<file path="config.mk">
export PLATFORM = sky130hd
export DESIGN_NAME = motion_highlight
export DESIGN_NICKNAME = d
export VERILOG_FILES = /design/src/rtl/motion_pkg.sv /design/src/rtl/motion_highlight.sv
export SDC_FILE = /design/constraint.sdc
export NUM_CORES = 1
export LEC_CHECK = 0
export ABC_AREA = 1
export BUFFER_PORTS_ARGS = -buffer_cell sky130_fd_sc_hd__buf_2
export CORE_ASPECT_RATIO = 1.2
export CORE_MARGIN = 8
export CORE_UTILIZATION = 30
export CTS_BUF_LIST = sky130_fd_sc_hd__clkbuf_16
export DETAILED_ROUTE_END_ITERATION = 7
export PLACE_DENSITY = 0.48
export SLEW_MARGIN = 10
export SYNTH_ARGS = -nofsm -noshare
export SYNTH_HDL_FRONTEND = slang
export SYNTH_SLANG_ARGS = --single-unit
</file>
<file path="constraint.sdc">
create_clock -name clk -period 12.1 [get_ports clk]
set_input_delay 2.42 -clock clk [delete_from_list [all_inputs] [get_ports clk]]
set_output_delay 2.42 -clock clk [all_outputs]
set_load 0.005 [all_outputs]
</file>
<file path="src/rtl/motion_pkg.sv">
// Shared definitions for the motion-detect pipeline: image geometry, pixel/mask types,
// and the default highlight colour.
package motion_pkg;

    localparam int IMG_WIDTH  = 720;
    localparam int IMG_HEIGHT = 540;
    localparam int NUM_PIXELS = IMG_WIDTH * IMG_HEIGHT;

    typedef logic [31:0] pixel_t;   // {B,G,R,8'h00}
    typedef logic [7:0]  mask_t;    // nonzero = motion

    localparam pixel_t HL_RED = 32'h0000FF00;

    function automatic logic is_motion(input mask_t m);
        return |m;
    endfunction

endpackage

</file>
<file path="src/rtl/motion_highlight.sv">
// Joins the motion mask with the frame stream, replaces moving pixels by a highlight colour,
// and reports per-frame motion pixel counts to the output FIFO side.
module motion_highlight
    import motion_pkg::*;
#(
    parameter int     WIDTH    = IMG_WIDTH,
    parameter int     HEIGHT   = IMG_HEIGHT,
    parameter pixel_t HL_COLOR = HL_RED,
    parameter int     CNT_W    = 20
) (
    input  logic             clk,
    input  logic             reset,
    output logic             mask_rd_en,
    input  mask_t            mask_dout,
    input  logic             mask_empty,
    output logic             frame_rd_en,
    input  pixel_t           frame_dout,
    input  logic             frame_empty,
    output logic             out_wr_en,
    output pixel_t           out_din,
    input  logic             out_full,
    output logic             frame_done,
    output logic [CNT_W-1:0] motion_count
);

    localparam logic [CNT_W-1:0] LAST_PIX = CNT_W'(WIDTH * HEIGHT - 1);

    if ((2.0 ** CNT_W) <= (WIDTH * HEIGHT)) begin : g_cnt_w_check
        $error("CNT_W too small for WIDTH*HEIGHT");
    end

    logic             out_valid;
    logic             out_mask;
    logic [CNT_W-1:0] pix_cnt;
    logic [CNT_W-1:0] run_cnt;
    logic [CNT_W-1:0] run_inc;
    logic             accept;
    logic             last_pix;

    // Both FIFOs pop together so mask and pixel stay paired; a held output blocks new pops.
    always_comb begin
        out_wr_en   = out_valid & ~out_full;
        accept      = ~reset & ~mask_empty & ~frame_empty & (~out_valid | ~out_full);
        mask_rd_en  = accept;
        frame_rd_en = accept;
        last_pix    = (pix_cnt == LAST_PIX);
        run_inc     = run_cnt + {{(CNT_W-1){1'b0}}, out_mask};
    end

    always_ff @(posedge clk or posedge reset) begin
        if (reset) begin
            out_valid    <= 1'b0;
            out_din      <= '0;
            out_mask     <= 1'b0;
            pix_cnt      <= '0;
            run_cnt      <= '0;
            motion_count <= '0;
            frame_done   <= 1'b0;
        end else begin
            frame_done <= 1'b0;

            if (accept) begin
                out_din   <= is_motion(mask_dout) ? HL_COLOR : frame_dout;
                out_mask  <= is_motion(mask_dout);
                out_valid <= 1'b1;
            end else if (out_wr_en) begin
                out_valid <= 1'b0;
            end

            // Counters follow committed writes so back-pressure never skews the frame boundary.
            if (out_wr_en) begin
                if (last_pix) begin
                    pix_cnt      <= '0;
                    run_cnt      <= '0;
                    motion_count <= run_inc;
                    frame_done   <= 1'b1;
                end else begin
                    pix_cnt <= pix_cnt + CNT_W'(1);
                    run_cnt <= run_inc;
                end
            end
        end
    end

endmodule

</file>
# Word level (Yosys, flattened, before mapping)
# Cells that the tools add are included.
[op_classes] addsub=2 mul=0 div_mod_pow=0 magnitude_cmp=0 n_eq_ne=1 shift=0 muxes=7 bitwise_logic=10 n_reduce_logical=3
[ops] operator="two-way mux 20 bit" count=2
[ops] operator="two-way mux 32 bit" count=1
[ops] operator="adder 20 x 1 -> 20 bit" count=1
[ops] operator="adder 20 x 1 -> 20 bit, second input constant" count=1
[ops] operator="== test 20 x 19 -> 1 bit, second input constant" count=1
[ops] operator="OR reduction 8 bit" count=1
[ops] operator="inverter 1 bit" count=5
[ops] operator="AND 1 bit" count=4
[ops] operator="two-way mux 1 bit" count=4
[ops] operator="AND reduction 2 bit" count=1
[ops] operator="nonzero test 2 bit" count=1
[ops] operator="bitwise OR 1 bit" count=1
[word_totals] regBits=95 latchBits=0 ramBits=0 romBits=0 input_bits=45 out_inout_bits=56 elab_cells=30 memories=0

# Longest topological paths before layout
[logic_depth] word_depth=5 mapped_depth=11 depth_no_buf=11

# Worst setup path after synthesis
# Ideal clock, no wire load.
[synth_timing] path_kind="input to output" from="input reset" to="output mask_rd_en" t_arrival_ns=5.586 required_time_ns=9.680 slack_ns=4.094 stages=5 path_buffers=2 cell_sequence="inv_1 -> nand3_1 -> a21oi_2 -> clkbuf_1 -> buf_4"
[synth_via] elab_chain_cells=4
[synth_lines] element="start, declared" line_no="motion_highlight.sv:12" source="input logic reset,"
[synth_lines] element="inverter 1 bit" line_no="motion_highlight.sv:43" source="accept = ~reset & ~mask_empty & ~frame_empty & (~out_valid | ~out_full);"
[synth_lines] element="AND 1 bit (3 in a row)" line_no="motion_highlight.sv:43"
[synth_lines] element="end, declared" line_no="motion_highlight.sv:13" source="output logic mask_rd_en,"
# Every way passes these cells.

# Worst setup path in the final report
[layout_timing] from="input reset" to="output frame_rd_en"
[layout_via] elab_chain_cells=4
[layout_lines] element="inverter 1 bit" line_no="motion_highlight.sv:43"
[layout_lines] element="AND 1 bit (3 in a row)" line_no="motion_highlight.sv:43"
[layout_lines] element="end, declared" line_no="motion_highlight.sv:16" source="output logic frame_rd_en,"
# Every way passes these cells.

==> results.sh <==
export IMPL_outcome="finished clean"
export IMPL_cp_cell_sequence="buf_2 -> inv_4 -> nand3_1 -> a21oi_2 -> buf_4 -> buf_2"
export IMPL_grt_setup_unrepaired="false"
export IMPL_crit_slowest_cell="inv_4"
export IMPL_p_per_area_nw_per_um2=120.8
export IMPL_timing_hold_ws_ns=0.4710
export IMPL_syn_nets=614
export IMPL_wl_um=11610
export IMPL_place_hpwl_um=8355
export IMPL_skew_ns=0.007621
export IMPL_fin_nets=712
export IMPL_netlist_top_cells_area="dfrtp_1 52%, nand2_1 19%, nand3_1 5.2%, nor2_1 4.0%, inv_1 3.6%"
export IMPL_maxSlewHeadroom_pct=47.82
export IMPL_die_y_um=151.1
export IMPL_pwr_share_clk_pct=38.8
export IMPL_drt_first_pass_iters=5
export IMPL_switching_share_pct=26.28
export IMPL_period_needed_ns=6.204
export IMPL_syn2layout_area_growth_pct=20.88
export IMPL_grt_start_max_net_pins=61
export IMPL_drv_slew=0
export IMPL_start_kind="input pin"
export IMPL_cts_path_max_buffers=2
export IMPL_hold_path_class="flop to flop"
export IMPL_fmax_mhz=161.2
export IMPL_insertion_delay_ns=0.34
export IMPL_ctsHtreeMaxLevel=3
export IMPL_port_buffers=100
export IMPL_syn_area_sq_um=4566
export IMPL_route_detailed_drc=0
export IMPL_synth_top_cell_by_area="dfrtp_1"
export IMPL_cts_clk_slew_worst_paths_ns=0.07
export IMPL_combPwrFrac_pct=9.2
export IMPL_core_area_sq_um=14960
export IMPL_setup_tns_ns=0
export IMPL_drtIter0Drc=225
export IMPL_via_count=3879
export IMPL_synth_edff_count=0
export IMPL_ant_nets=0
export IMPL_ctsHoldBuffers=0
export IMPL_p_leak_uw=0.002958
export IMPL_ff_latch_area_sq_um=2377
export IMPL_rows=49
export IMPL_critPathArrivalTime_ns=3.78
export IMPL_die_w_um=128.6
export IMPL_worst_path_largest_cell_delay_ns=0.36
export IMPL_setup_viol=0
export IMPL_drive_gt1_share_pct=20.06
export IMPL_fillers=1627
export IMPL_syn_inst=565
export IMPL_synth_seq_cells=95
export IMPL_grtUsageTotal_pct=12.54
export IMPL_cts_resized=0
export IMPL_gp_congestion=0.7745
export IMPL_crit_path_max_fanout=37
export IMPL_cts_buffers=9
export IMPL_cpMostUsedCell="buf_2"
export IMPL_antennaDiodeCount=0
export IMPL_power_switching_uw=175.3
export IMPL_crit_type="input pin to output port"
export IMPL_required_ns=9.68
export IMPL_cts_setup_buffers=0
export IMPL_postSynthAreaPerCell_sq_um=8.081
export IMPL_clock_root_buffer="clkbuf_16"
export IMPL_intPower_uw=491.7
export IMPL_hold_viol=0
export IMPL_synthDistinctLibCells=29
export IMPL_synth_top_area_share_pct=52.07
export IMPL_cap_violations=0
export IMPL_grt_overflow=0
export IMPL_first_global_vias=3917
export IMPL_fin_crit_sh_pct=51.27
export IMPL_yosys_warnings=0
export IMPL_initial_core_util_pct=30.52
export IMPL_power_total_uw=667.0
export IMPL_ys_flop_type="dfrtp_1"
export IMPL_final_util_pct=36.89
export IMPL_yosysSeqAreaShare_pct=52.07
export IMPL_ios=101
export IMPL_grt_first_pass_wirelength_um=19490
export IMPL_routedWlPerCell_um=13.32
export IMPL_vias_per_cell=4.448
export IMPL_ir_drop_mv=0.05490
export IMPL_ys_async_sr_fraction_pct=100.0
export IMPL_die_area_sq_um=19440
export IMPL_cts_tree="yes"
export IMPL_clock_sinks=95
export IMPL_multi_input_area_sq_um=1919
export IMPL_p_seq_share_pct=51.9
export IMPL_end_kind="output port"
export IMPL_antenna_found_initial=0
export IMPL_tightest_slew_ns=0.7826
-- state kept, by name, summed over array words and instances (netlist names) --
| name | cells |
|---|---|
| frame_done | 1 |
| motion_count | 20 |
| out_din | 32 |
| out_mask | 1 |
| out_valid | 1 |
| pix_cnt | 20 |
| run_cnt | 20 |
-- stage by stage --
step	setup slack (ns)	instance area, sq um	instances
global route	5.704	5519	872
detailed placement	5.832	5254	856
CTS	5.821	5519	872
global placement	5.850	5254	856
floorplan	4.094	4566	565
finish	5.896	5519	872
-- power groups by stage --
stage	Combinational (uW)	Clock, uW	Sequential [uW]
2_1_floorplan	43.4	0	349
3_3_place_gp	61.7	0	352
3_5_place_dp	63.1	0	353
4_1_cts	63.7	268	346
5_1_grt	72.5	279	349
6_report	61.6	259	346
-- critical path, delay by kind of cell --
kind                   cells  cell delay (ns)
buffers and inverters      4             1.01
AO/OA/AOI/OAI              1             0.13
AND/OR/NAND/NOR            1             0.18
-- routing by layer --
metal  up-vias  global-route usage (%)  part of all wire (%)
met4         0                   4.238                   1.0
met2        94                   19.31                    44
li1       1971                       -                     -
met5         -                       0                     0
met1      1806                   15.65                    46
met3         8                   5.002                   8.3
-- cell usage after synthesis, types with 2 or more instances --
library cell  instances
a21oi_1               2
buf_2                 2
buf_4                 2
buf_6                 3
clkbuf_1              9
dfrtp_1              95
ha_1                  4
inv_1                44
inv_2                 3
nand2_1             226
nand2_4               2
nand3_1              47
nand3b_1              4
nand4_1               8
nor2_1               49
nor2_2                3
nor2_4                3
nor3_1                5
o21ai_0              14
o21ai_1               7
o22a_1                8
xnor2_1              12
xor2_1                7
-- cell type report --
type / instances / share of cell area (%)
flip-flops and latches: 95 / 43.07
clock buffers: 9 / 4.081
well taps: 204 / 4.625
multi-input cells: 407 / 34.78
repair buffers: 103 / 9.476
clock inverters: 7 / 0.7255
inverters: 47 / 3.242
-- final timing paths --
kind                       cells after the start  slack [ns]                           end                     from
setup / recovery                               6        5.90                   frame_rd_en                    reset
hold / removal                                 2        0.47       out_din[30]$_DFFE_PP0P_  out_din[30]$_DFFE_PP0P_
setup reg to reg                              11       10.25  motion_count[18]$_DFFE_PP0P_     out_mask$_DFFE_PP0P_
hold reg to reg                                2        0.47       out_din[30]$_DFFE_PP0P_  out_din[30]$_DFFE_PP0P_
max in group asynchronous                      3        8.83        run_cnt[7]$_DFFE_PP0P_                    reset
min in group asynchronous                      2        2.10        out_din[1]$_DFFE_PP0P_                    reset
-- placed cells by master, fill, tap and decap left out, drive strengths merged --
| cell type | n |
|---|---|
| o21ai | 21 |
| xnor2 | 12 |
| nand2 | 229 |
| clkinv | 4 |
| inv | 47 |
| dfrtp | 95 |
| clkbuf | 9 |
| nand4 | 8 |
| ha | 4 |
| o22a | 8 |
| nand3 | 49 |
| nor3 | 5 |
| a21oi | 3 |
| o21a | 1 |
| buf | 103 |
| xor2 | 7 |
| clkinvlp | 3 |
| nand3b | 4 |
| nor2 | 56 |
-- logic make-up after synthesis --
| family | Yosys count | share of synthesized area [%] |
|---|---|---|
| adder cells (fa/ha/maj) | 4 | 1.096 |
| AO/OA/AOI/OAI | 33 | 4.412 |
| AND/OR/NAND/NOR | 351 | 32.89 |
| flip-flops | 95 | 52.07 |
| buffers and inverters | 63 | 5.892 |
| XOR/XNOR | 19 | 3.645 |
No activity file was read; power rests on OpenSTA's default activity.
